==> config.mk <==
export PLATFORM = sky130hd
export DESIGN_NAME = analyzer_capture_write_fsm_flat
export DESIGN_NICKNAME = d
export VERILOG_FILES = /design/src/rtl/analyzer_pkg.sv /design/src/rtl/analyzer_capture_write_fsm_if.sv /design/src/rtl/analyzer_packet_holding_reg.sv /design/src/rtl/analyzer_capture_write_fsm.sv /design/src/flat_wrapper.sv
export SDC_FILE = /design/constraint.sdc
export NUM_CORES = 1
export LEC_CHECK = 0
export ABC_AREA = 1
export CAP_MARGIN = 10
export CORE_MARGIN = 3
export CORE_UTILIZATION = 28
export CTS_BUF_LIST = sky130_fd_sc_hd__clkbuf_8 sky130_fd_sc_hd__clkbuf_16
export CTS_CLUSTER_DIAMETER = 60
export DETAILED_ROUTE_END_ITERATION = 10
export MAX_ROUTING_LAYER = met4
export PLACE_DENSITY = 0.46
export SYNTH_ARGS = -nofsm -noshare
export SYNTH_HDL_FRONTEND = slang
export SYNTH_SLANG_ARGS = --single-unit
==> constraint.sdc <==
create_clock -name clk -period 2.25 [get_ports clk]
set_input_delay 0.45 -clock clk [delete_from_list [all_inputs] [get_ports clk]]
set_output_delay 0.45 -clock clk [all_outputs]
set_load 0.01 [all_outputs]
==> src/rtl/analyzer_pkg.sv <==
// Shared definitions for the trace capture/readback path: capture state encoding and
// the trace-buffer geometry helpers.
package analyzer_pkg;

  typedef enum logic [1:0] {
    StIdle,
    StPretrig,
    StPosttrig,
    StFlush
  } capture_state_e;

  function automatic int unsigned words_per_packet(input int unsigned packet_width,
                                                   input int unsigned word_bytes);
    return packet_width / 8 / word_bytes;
  endfunction

  function automatic int unsigned max_sample_number(input int unsigned capacity,
                                                    input int unsigned word_bytes,
                                                    input int unsigned packet_width);
    return capacity / word_bytes / words_per_packet(packet_width, word_bytes) - 1;
  endfunction

  localparam int unsigned WORDS_PER_PACKET = words_per_packet(32, 2);
  localparam int unsigned MAX_SAMPLE_NUMBER = max_sample_number(2 ** 27, 2, 32);

endpackage

==> src/rtl/analyzer_capture_write_fsm_if.sv <==
// Memory-interface write port: request/allow handshake with packet index and data.
interface analyzer_capture_write_fsm_if #(
  parameter int unsigned SAMPLE_PACKET_WIDTH = 32
);
  logic                           write_req;
  logic                           write_allowed;
  logic [31:0]                    writeSampleNumber;
  logic [SAMPLE_PACKET_WIDTH-1:0] write_data;

  modport master (
    output write_req,
    output writeSampleNumber,
    output write_data,
    input  write_allowed
  );

  modport slave (
    input  write_req,
    input  writeSampleNumber,
    input  write_data,
    output write_allowed
  );
endinterface

==> src/rtl/analyzer_packet_holding_reg.sv <==
// Single-entry valid/ready holding register; a load while full and not draining is
// reported as a drop.
module analyzer_packet_holding_reg #(
  parameter int unsigned Width = 32
) (
  input  logic             clk,
  input  logic             reset,
  input  logic             in_valid_i,
  input  logic [Width-1:0] in_data_i,
  input  logic             out_ready_i,
  output logic             out_valid_o,
  output logic [Width-1:0] out_data_o,
  output logic             load_o,
  output logic             accept_o,
  output logic             drop_o
);
  logic             full_q, full_d;
  logic [Width-1:0] data_q, data_d;
  logic             accept, load;

  always_comb begin
    accept = full_q & out_ready_i;
    // Reload in the same cycle as acceptance keeps the stream bubble-free.
    load   = in_valid_i & (~full_q | accept);
    full_d = full_q;
    data_d = data_q;
    if (accept) full_d = 1'b0;
    if (load) begin
      full_d = 1'b1;
      data_d = in_data_i;
    end
  end

  always_ff @(posedge clk) begin
    if (reset) begin
      full_q <= 1'b0;
      data_q <= '0;
    end else begin
      full_q <= full_d;
      data_q <= data_d;
    end
  end

  assign out_valid_o = full_q;
  assign out_data_o  = data_q;
  assign load_o      = load;
  assign accept_o    = accept;
  assign drop_o      = in_valid_i & ~load;

endmodule

==> src/rtl/analyzer_capture_write_fsm.sv <==
// Capture-side FSM: packs armed samples into stamped packets, writes them into the circular
// trace buffer and reports the Begin/End/trigger packet indices for readback.
module analyzer_capture_write_fsm
  import analyzer_pkg::*;
#(
  parameter int unsigned SAMPLE_WIDTH        = 16,
  parameter int unsigned SAMPLE_PACKET_WIDTH = 32,
  parameter int unsigned MEMORY_CAPACITY     = 2 ** 27,
  parameter int unsigned MEMORY_WORD_WIDTH   = 2
) (
  input  logic                    clk,
  input  logic                    reset,
  input  logic                    arm,
  input  logic                    abort,
  input  logic                    trigger,
  input  logic [31:0]             post_trig_count,
  input  logic                    sample_valid,
  input  logic [SAMPLE_WIDTH-1:0] sample_data,
  analyzer_capture_write_fsm_if.master wr,
  output logic                    idle,
  output logic [31:0]             sampleNumber_Begin,
  output logic [31:0]             sampleNumber_End,
  output logic [31:0]             trigSampleNumber,
  output logic                    wrapped,
  output logic                    overflow
);
  localparam int unsigned StampBits = SAMPLE_PACKET_WIDTH - SAMPLE_WIDTH;
  localparam logic [31:0] MaxSample =
      32'(max_sample_number(MEMORY_CAPACITY, MEMORY_WORD_WIDTH, SAMPLE_PACKET_WIDTH));

  capture_state_e state_q, state_d;
  logic [31:0] stamp_q, stamp_d, addr_q, addr_d, remaining_q, remaining_d;
  logic [31:0] last_q, last_d, trig_q, trig_d, begin_q, begin_d, end_q, end_d;
  logic        wrapped_q, wrapped_d, overflow_q, overflow_d, written_q, written_d;

  logic                           hold_in_valid, hold_valid, hold_load, hold_accept, hold_drop;
  logic [SAMPLE_PACKET_WIDTH-1:0] packet, hold_data;
  logic [31:0]                    addr_next;

  assign hold_in_valid = sample_valid & ((state_q == StPretrig) | (state_q == StPosttrig));
  assign packet        = {stamp_q[StampBits-1:0], sample_data};
  assign addr_next     = (addr_q == MaxSample) ? 32'd0 : addr_q + 32'd1;

  analyzer_packet_holding_reg #(
    .Width(SAMPLE_PACKET_WIDTH)
  ) u_hold (
    .clk        (clk),
    .reset      (reset),
    .in_valid_i (hold_in_valid),
    .in_data_i  (packet),
    .out_ready_i(wr.write_allowed),
    .out_valid_o(hold_valid),
    .out_data_o (hold_data),
    .load_o     (hold_load),
    .accept_o   (hold_accept),
    .drop_o     (hold_drop)
  );

  always_comb begin
    state_d     = state_q;
    stamp_d     = stamp_q;
    addr_d      = addr_q;
    remaining_d = remaining_q;
    last_d      = last_q;
    trig_d      = trig_q;
    begin_d     = begin_q;
    end_d       = end_q;
    wrapped_d   = wrapped_q;
    overflow_d  = overflow_q;
    written_d   = written_q;

    if (state_q != StIdle) stamp_d = stamp_q + 32'd1;
    if (hold_accept) begin
      addr_d    = addr_next;
      last_d    = addr_q;
      written_d = 1'b1;
      if (addr_q == MaxSample) wrapped_d = 1'b1;
    end
    if (hold_drop) overflow_d = 1'b1;

    case (state_q)
      StIdle: begin
        if (arm) begin
          state_d     = StPretrig;
          stamp_d     = '0;
          addr_d      = '0;
          wrapped_d   = 1'b0;
          overflow_d  = 1'b0;
          written_d   = 1'b0;
          remaining_d = post_trig_count;
        end
      end
      StPretrig: begin
        if (abort) begin
          state_d = StFlush;
        end else if (hold_load && trigger) begin
          // addr_d is the slot the freshly loaded sample will be written to.
          trig_d  = addr_d;
          state_d = (remaining_q == 32'd0) ? StFlush : StPosttrig;
        end
      end
      StPosttrig: begin
        if (hold_load) begin
          remaining_d = remaining_q - 32'd1;
          if (remaining_q == 32'd1) state_d = StFlush;
        end
        if (abort) state_d = StFlush;
      end
      StFlush: begin
        if (!hold_valid) begin
          state_d = StIdle;
          end_d   = written_q ? last_q : 32'd0;
          begin_d = (written_q && wrapped_q) ?
                    ((last_q == MaxSample) ? 32'd0 : last_q + 32'd1) : 32'd0;
        end
      end
      default: state_d = StIdle;
    endcase
  end

  always_ff @(posedge clk) begin
    if (reset) begin
      state_q     <= StIdle;
      stamp_q     <= '0;
      addr_q      <= '0;
      remaining_q <= '0;
      last_q      <= '0;
      trig_q      <= '0;
      begin_q     <= '0;
      end_q       <= '0;
      wrapped_q   <= 1'b0;
      overflow_q  <= 1'b0;
      written_q   <= 1'b0;
    end else begin
      state_q     <= state_d;
      stamp_q     <= stamp_d;
      addr_q      <= addr_d;
      remaining_q <= remaining_d;
      last_q      <= last_d;
      trig_q      <= trig_d;
      begin_q     <= begin_d;
      end_q       <= end_d;
      wrapped_q   <= wrapped_d;
      overflow_q  <= overflow_d;
      written_q   <= written_d;
    end
  end

  assign wr.write_req          = hold_valid;
  assign wr.write_data         = hold_data;
  assign wr.writeSampleNumber  = addr_q;
  assign idle                  = (state_q == StIdle);
  assign sampleNumber_Begin    = begin_q;
  assign sampleNumber_End      = end_q;
  assign trigSampleNumber      = trig_q;
  assign wrapped               = wrapped_q;
  assign overflow              = overflow_q;

endmodule

==> src/flat_wrapper.sv <==
// flat-port wrapper written by rule: the top's interface ports become plain ports
module analyzer_capture_write_fsm_flat import analyzer_pkg::*;
#(
  parameter int unsigned SAMPLE_WIDTH        = 16,
  parameter int unsigned SAMPLE_PACKET_WIDTH = 32,
  parameter int unsigned MEMORY_CAPACITY     = 2 ** 27,
  parameter int unsigned MEMORY_WORD_WIDTH   = 2
)
  (clk, reset, arm, abort, trigger, post_trig_count, sample_valid, sample_data, idle, sampleNumber_Begin, sampleNumber_End, trigSampleNumber, wrapped, overflow, wr_write_req, wr_writeSampleNumber, wr_write_data, wr_write_allowed);
  analyzer_capture_write_fsm_if #(.SAMPLE_PACKET_WIDTH(SAMPLE_PACKET_WIDTH)) wr_i ();
  input  logic clk;
  input  logic reset;
  input  logic arm;
  input  logic abort;
  input  logic trigger;
  input  logic [31:0] post_trig_count;
  input  logic sample_valid;
  input  logic [SAMPLE_WIDTH-1:0] sample_data;
  output logic idle;
  output logic [31:0] sampleNumber_Begin;
  output logic [31:0] sampleNumber_End;
  output logic [31:0] trigSampleNumber;
  output logic wrapped;
  output logic overflow;
  output wire logic [$bits(wr_i.write_req)-1:0] wr_write_req;
  output wire logic [$bits(wr_i.writeSampleNumber)-1:0] wr_writeSampleNumber;
  output wire logic [$bits(wr_i.write_data)-1:0] wr_write_data;
  input wire logic [$bits(wr_i.write_allowed)-1:0] wr_write_allowed;
  assign wr_write_req = wr_i.write_req;
  assign wr_writeSampleNumber = wr_i.writeSampleNumber;
  assign wr_write_data = wr_i.write_data;
  assign wr_i.write_allowed = wr_write_allowed;
  analyzer_capture_write_fsm #(.SAMPLE_WIDTH(SAMPLE_WIDTH), .SAMPLE_PACKET_WIDTH(SAMPLE_PACKET_WIDTH), .MEMORY_CAPACITY(MEMORY_CAPACITY), .MEMORY_WORD_WIDTH(MEMORY_WORD_WIDTH)) u_core (.clk(clk), .reset(reset), .arm(arm), .abort(abort), .trigger(trigger), .post_trig_count(post_trig_count), .sample_valid(sample_valid), .sample_data(sample_data), .wr(wr_i), .idle(idle), .sampleNumber_Begin(sampleNumber_Begin), .sampleNumber_End(sampleNumber_End), .trigSampleNumber(trigSampleNumber), .wrapped(wrapped), .overflow(overflow));
endmodule
==> impl_metrics.py <==
metrics = {
    "layout": {
        "register_area_sq_um": 4920,
        "area.growth.synth_to_final_pct": 36.6,
        "multi_input_area_sq_um": 5890,
        "layout-drive-gt1-share_pct": 8.20,
        "design.final.nets": 2002,
        "finalCoreUtilization_pct": 38.8,
        "final.fill_count": 4315,
        "stdcell_count": 2496,
    },
    "synthesis": {
        "post_synth_instance_area_sq_um": 11600,
        "synth.distinct_cells": 42,
        "post-synth-top-area-cell": "dfxtp_1",
        "part_of_the_yosys_area_used_for_sequential_elements_pct": 42.3,
        "synth-seq-cells": 246,
        "synth_area_leaders": "dfxtp_1, nand2_1, nor2_1",
        "yosys_most_used_dff": "dfxtp_1",
        "synthMostInstantiatedCell": "nand2_1",
        "post_syn_area_per_cell_sq_um": 6.81,
        "yosys_warnings": 0,
        "synth_nets": 1773,
        "count_of_flip_flops_with_a_built_in_enable_after_synthesis": 0,
        "synthDominantCellAreaShare_pct": 42.3,
        "syn_inst": 1708,
        "synth_top_cells_by_count": "nand2_1, nor2_1, dfxtp_1, a21oi_1, o21ai_0",
        "async_reset_ff_share_pct": 0,
    },
    "hold_path": {
        "min_delay_path_class": "in -> reg",
    },
    "place": {
        "gp_routability_congestion": 0.885,
        "preCtsSetupSlack_ns": 0.0109,
        "place.detailed.hpwl_mm": 31.7,
        "placed_cells": 2431,
        "portBuffers": 218,
    },
    "clock_tree": {
        "post-cts-setup-buffer-count": 0,
        "cts.htree.levels": 2,
        "cts-root-to-sink-buffers": 3,
        "cts_tree": "built",
        "cts.hold.buffers_added": 0,
        "clkLatencyLatePin_ns": 0.54,
        "cts_buffers": 36,
        "cts.repair.resized": 3,
        "cts.root.buffer_cell": "clkbuf_16",
        "cts.clk_slew.worst_paths_ns": 0.05,
        "numClockSinks": 246,
    },
    "timing": {
        "finalMaxSlewViolations": 0,
        "finalHoldViolations": 0,
        "clock_skew_ns": 0.0182,
        "timing.final.setup_violations": 0,
        "holdWs_ns": 0.258,
        "timing.final.crit_share_pct": 95.4,
        "max_clock_freq_mhz": 466,
        "crit_path_setup_slack_layout_ns": 0.104,
        "timing.slew.headroom_pct": 65.5,
        "worst_slew_pin_tran_ns": 0.512,
        "period_minus_slack_ns": 2.15,
        "rsz0062_at_grt": "false",
    },
    "pwr": {
        "vdd_ir_max_v": 0.000515,
        "design_power_total_mw": 16.5,
        "pwr_density_cell_nw_per_um2": 1040,
        "static-leakage-power_nw": 5.97,
    },
    "setup_path": {
        "worst_setup_path_end_kind": "primary output",
        "critical_path.max_fanout": 6,
        "critPathKind": "reg -> out",
        "critPathMaxStageDelay_ns": 0.63,
        "worstPathBufferInverterCount": 1,
        "critical_path.startpoint_type": "flip-flop",
        "crit_path_cells": "clkdlybuf4s50_1",
        "worst_path_max_delay_cell": "clkdlybuf4s50_1",
        "wp_data_arrival_ns": 1.70,
        "data_required_time_at_the_worst_endpoint_ns": 1.80,
        "worst_path_dominant_cell_family": "buffers and inverters",
    },
    "grt": {
        "grt_max_degree": 61,
        "gr-usage-all-layers_pct": 19.5,
        "grt_pass1_vias": 11400,
        "grt_first_pass_wirelength_mm": 66.2,
        "grt_antenna_before_repair": 1,
        "grt-ovfl-total": 0,
    },
    "detailed_routing": {
        "detail_route.vias_per_cell": 4.76,
        "route.final.wire_length_mm": 42.8,
        "detailedRoute.firstPassIterationCount": 5,
        "drt_iter0_drc": 784,
        "vias": 11900,
        "wl_per_cell_um": 17.2,
        "post-route-drc-count": 0,
        "antenna_left": 0,
    },
    "floorplanning": {
        "num_rows": 74,
        "design.core.area_sq_um": 40900,
        "ioPinCount": 219,
        "die_height_um": 210,
        "die_area_sq_um": 44000,
        "starting_density_pct": 28.4,
        "die_w_um": 210,
    },
    "run": {
        "cap_violations": 0,
    },
    "status": {
        "status": "completed",
    },
}
## worst register-to-register path, stage by stage, from the launching register on
cell and delay [ns]:
dfxtp_1 0.40, ha_1 0.21, nand2_1 0.11, nor2_4 0.16
nand2_1 0.12, inv_2 0.10, nand2_1 0.10, nor2_2 0.26
nand2_1 0.13, xor2_1 0.21, a21oi_1 0.09
## through the flow
stage	area (sq um)	setup TNS (ns)
finish	15900	0
global route	15900	0
CTS	15900	0
detailed placement	14600	0
global placement	14600	-0.0413
floorplan	11600	0
## registers in the layout, summed over array words and instances, names as in the netlist
| signal | cells |
|---|---|
| u_core.remaining_q | 32 |
| u_core.state_q | 2 |
| u_core.stamp_q | 16 |
| u_core.written_q | 1 |
| u_core.overflow | 1 |
| u_core.wr.writeSampleNumber | 32 |
| u_core.sampleNumber_Begin | 32 |
| u_core.wrapped | 1 |
| u_core.last_q | 32 |
| u_core.u_hold.out_data_o | 32 |
| u_core.trigSampleNumber | 32 |
| u_core.sampleNumber_End | 32 |
| u_core.u_hold.out_valid_o | 1 |
## cell type report
cell class / instances / area share, %
diodes: 1 / 0.0157
clock buffers: 40 / 6.08
clock inverters: 24 / 1.68
inverters: 137 / 3.24
multi-input cells: 1248 / 37.0
flip-flops and latches: 246 / 31.0
well taps: 532 / 4.19
repair buffers: 268 / 16.8
## layout by cell type, fill, tap and decap left out, types with 4 or more instances in the layout
cell and n:
nor2_4 5, a22oi_1 35, xnor2_1 7, bufinv_16 5, xor2_1 18, buf_4 42, nor2_1 317, inv_2 9
nand4_1 37, clkbuf_16 37, nor3_1 17, clkinv_2 5, dfxtp_1 246, nand3_1 88, nand2_1 370, o21ai_0 136
inv_1 133, nor3_2 4, clkdlybuf4s50_1 216, ha_1 9, a21oi_1 145, a31oi_1 5, or2_2 6, nor2_2 19
clkinvlp_4 5, buf_12 9
## routing by layer
layer	global-route usage, %	vias up	routed length, um
met5	-	-	0
met4	5.80	0	900
met3	2.69	59	1970
met2	28.7	284	18500
met1	27.9	5485	21500
li1	-	6057	-
## report_power, final
part / internal [mW] / switching, mW
logic: 1.92 / 3.30
clock network: 3.68 / 2.15
registers: 4.93 / 0.543
## logic make-up after synthesis
logic type      Yosys count  synth area share (%)
simple gates            873                  31.7
compound gates          340                  15.8
flops                   246                  42.3
buf+inv                 214                  7.22
xor+xnor                 25                  1.88
fa+ha+maj                10                  1.08
## final timing paths
| path | start | to | slack [ns] | cells past startpoint |
|---|---|---|---|---|
| worst max-delay path | u_core.wr.writeSampleNumber[12]$_SDFF_PP0_ | wr_writeSampleNumber[12] | 0.10 | 1 |
| worst min-delay path | reset | u_core.u_hold.out_valid_o$_SDFFE_PP0P_ | 0.26 | 2 |
| worst max register to register | u_core.wr.writeSampleNumber[1]$_SDFF_PP0_ | u_core.trigSampleNumber[18]$_SDFFE_PP0P_ | 0.25 | 10 |
| worst min register to register | u_core.sampleNumber_Begin[31]$_SDFFE_PP0P_ | u_core.sampleNumber_Begin[31]$_SDFFE_PP0P_ | 0.46 | 2 |
No activity file was read; power rests on OpenSTA's default activity.
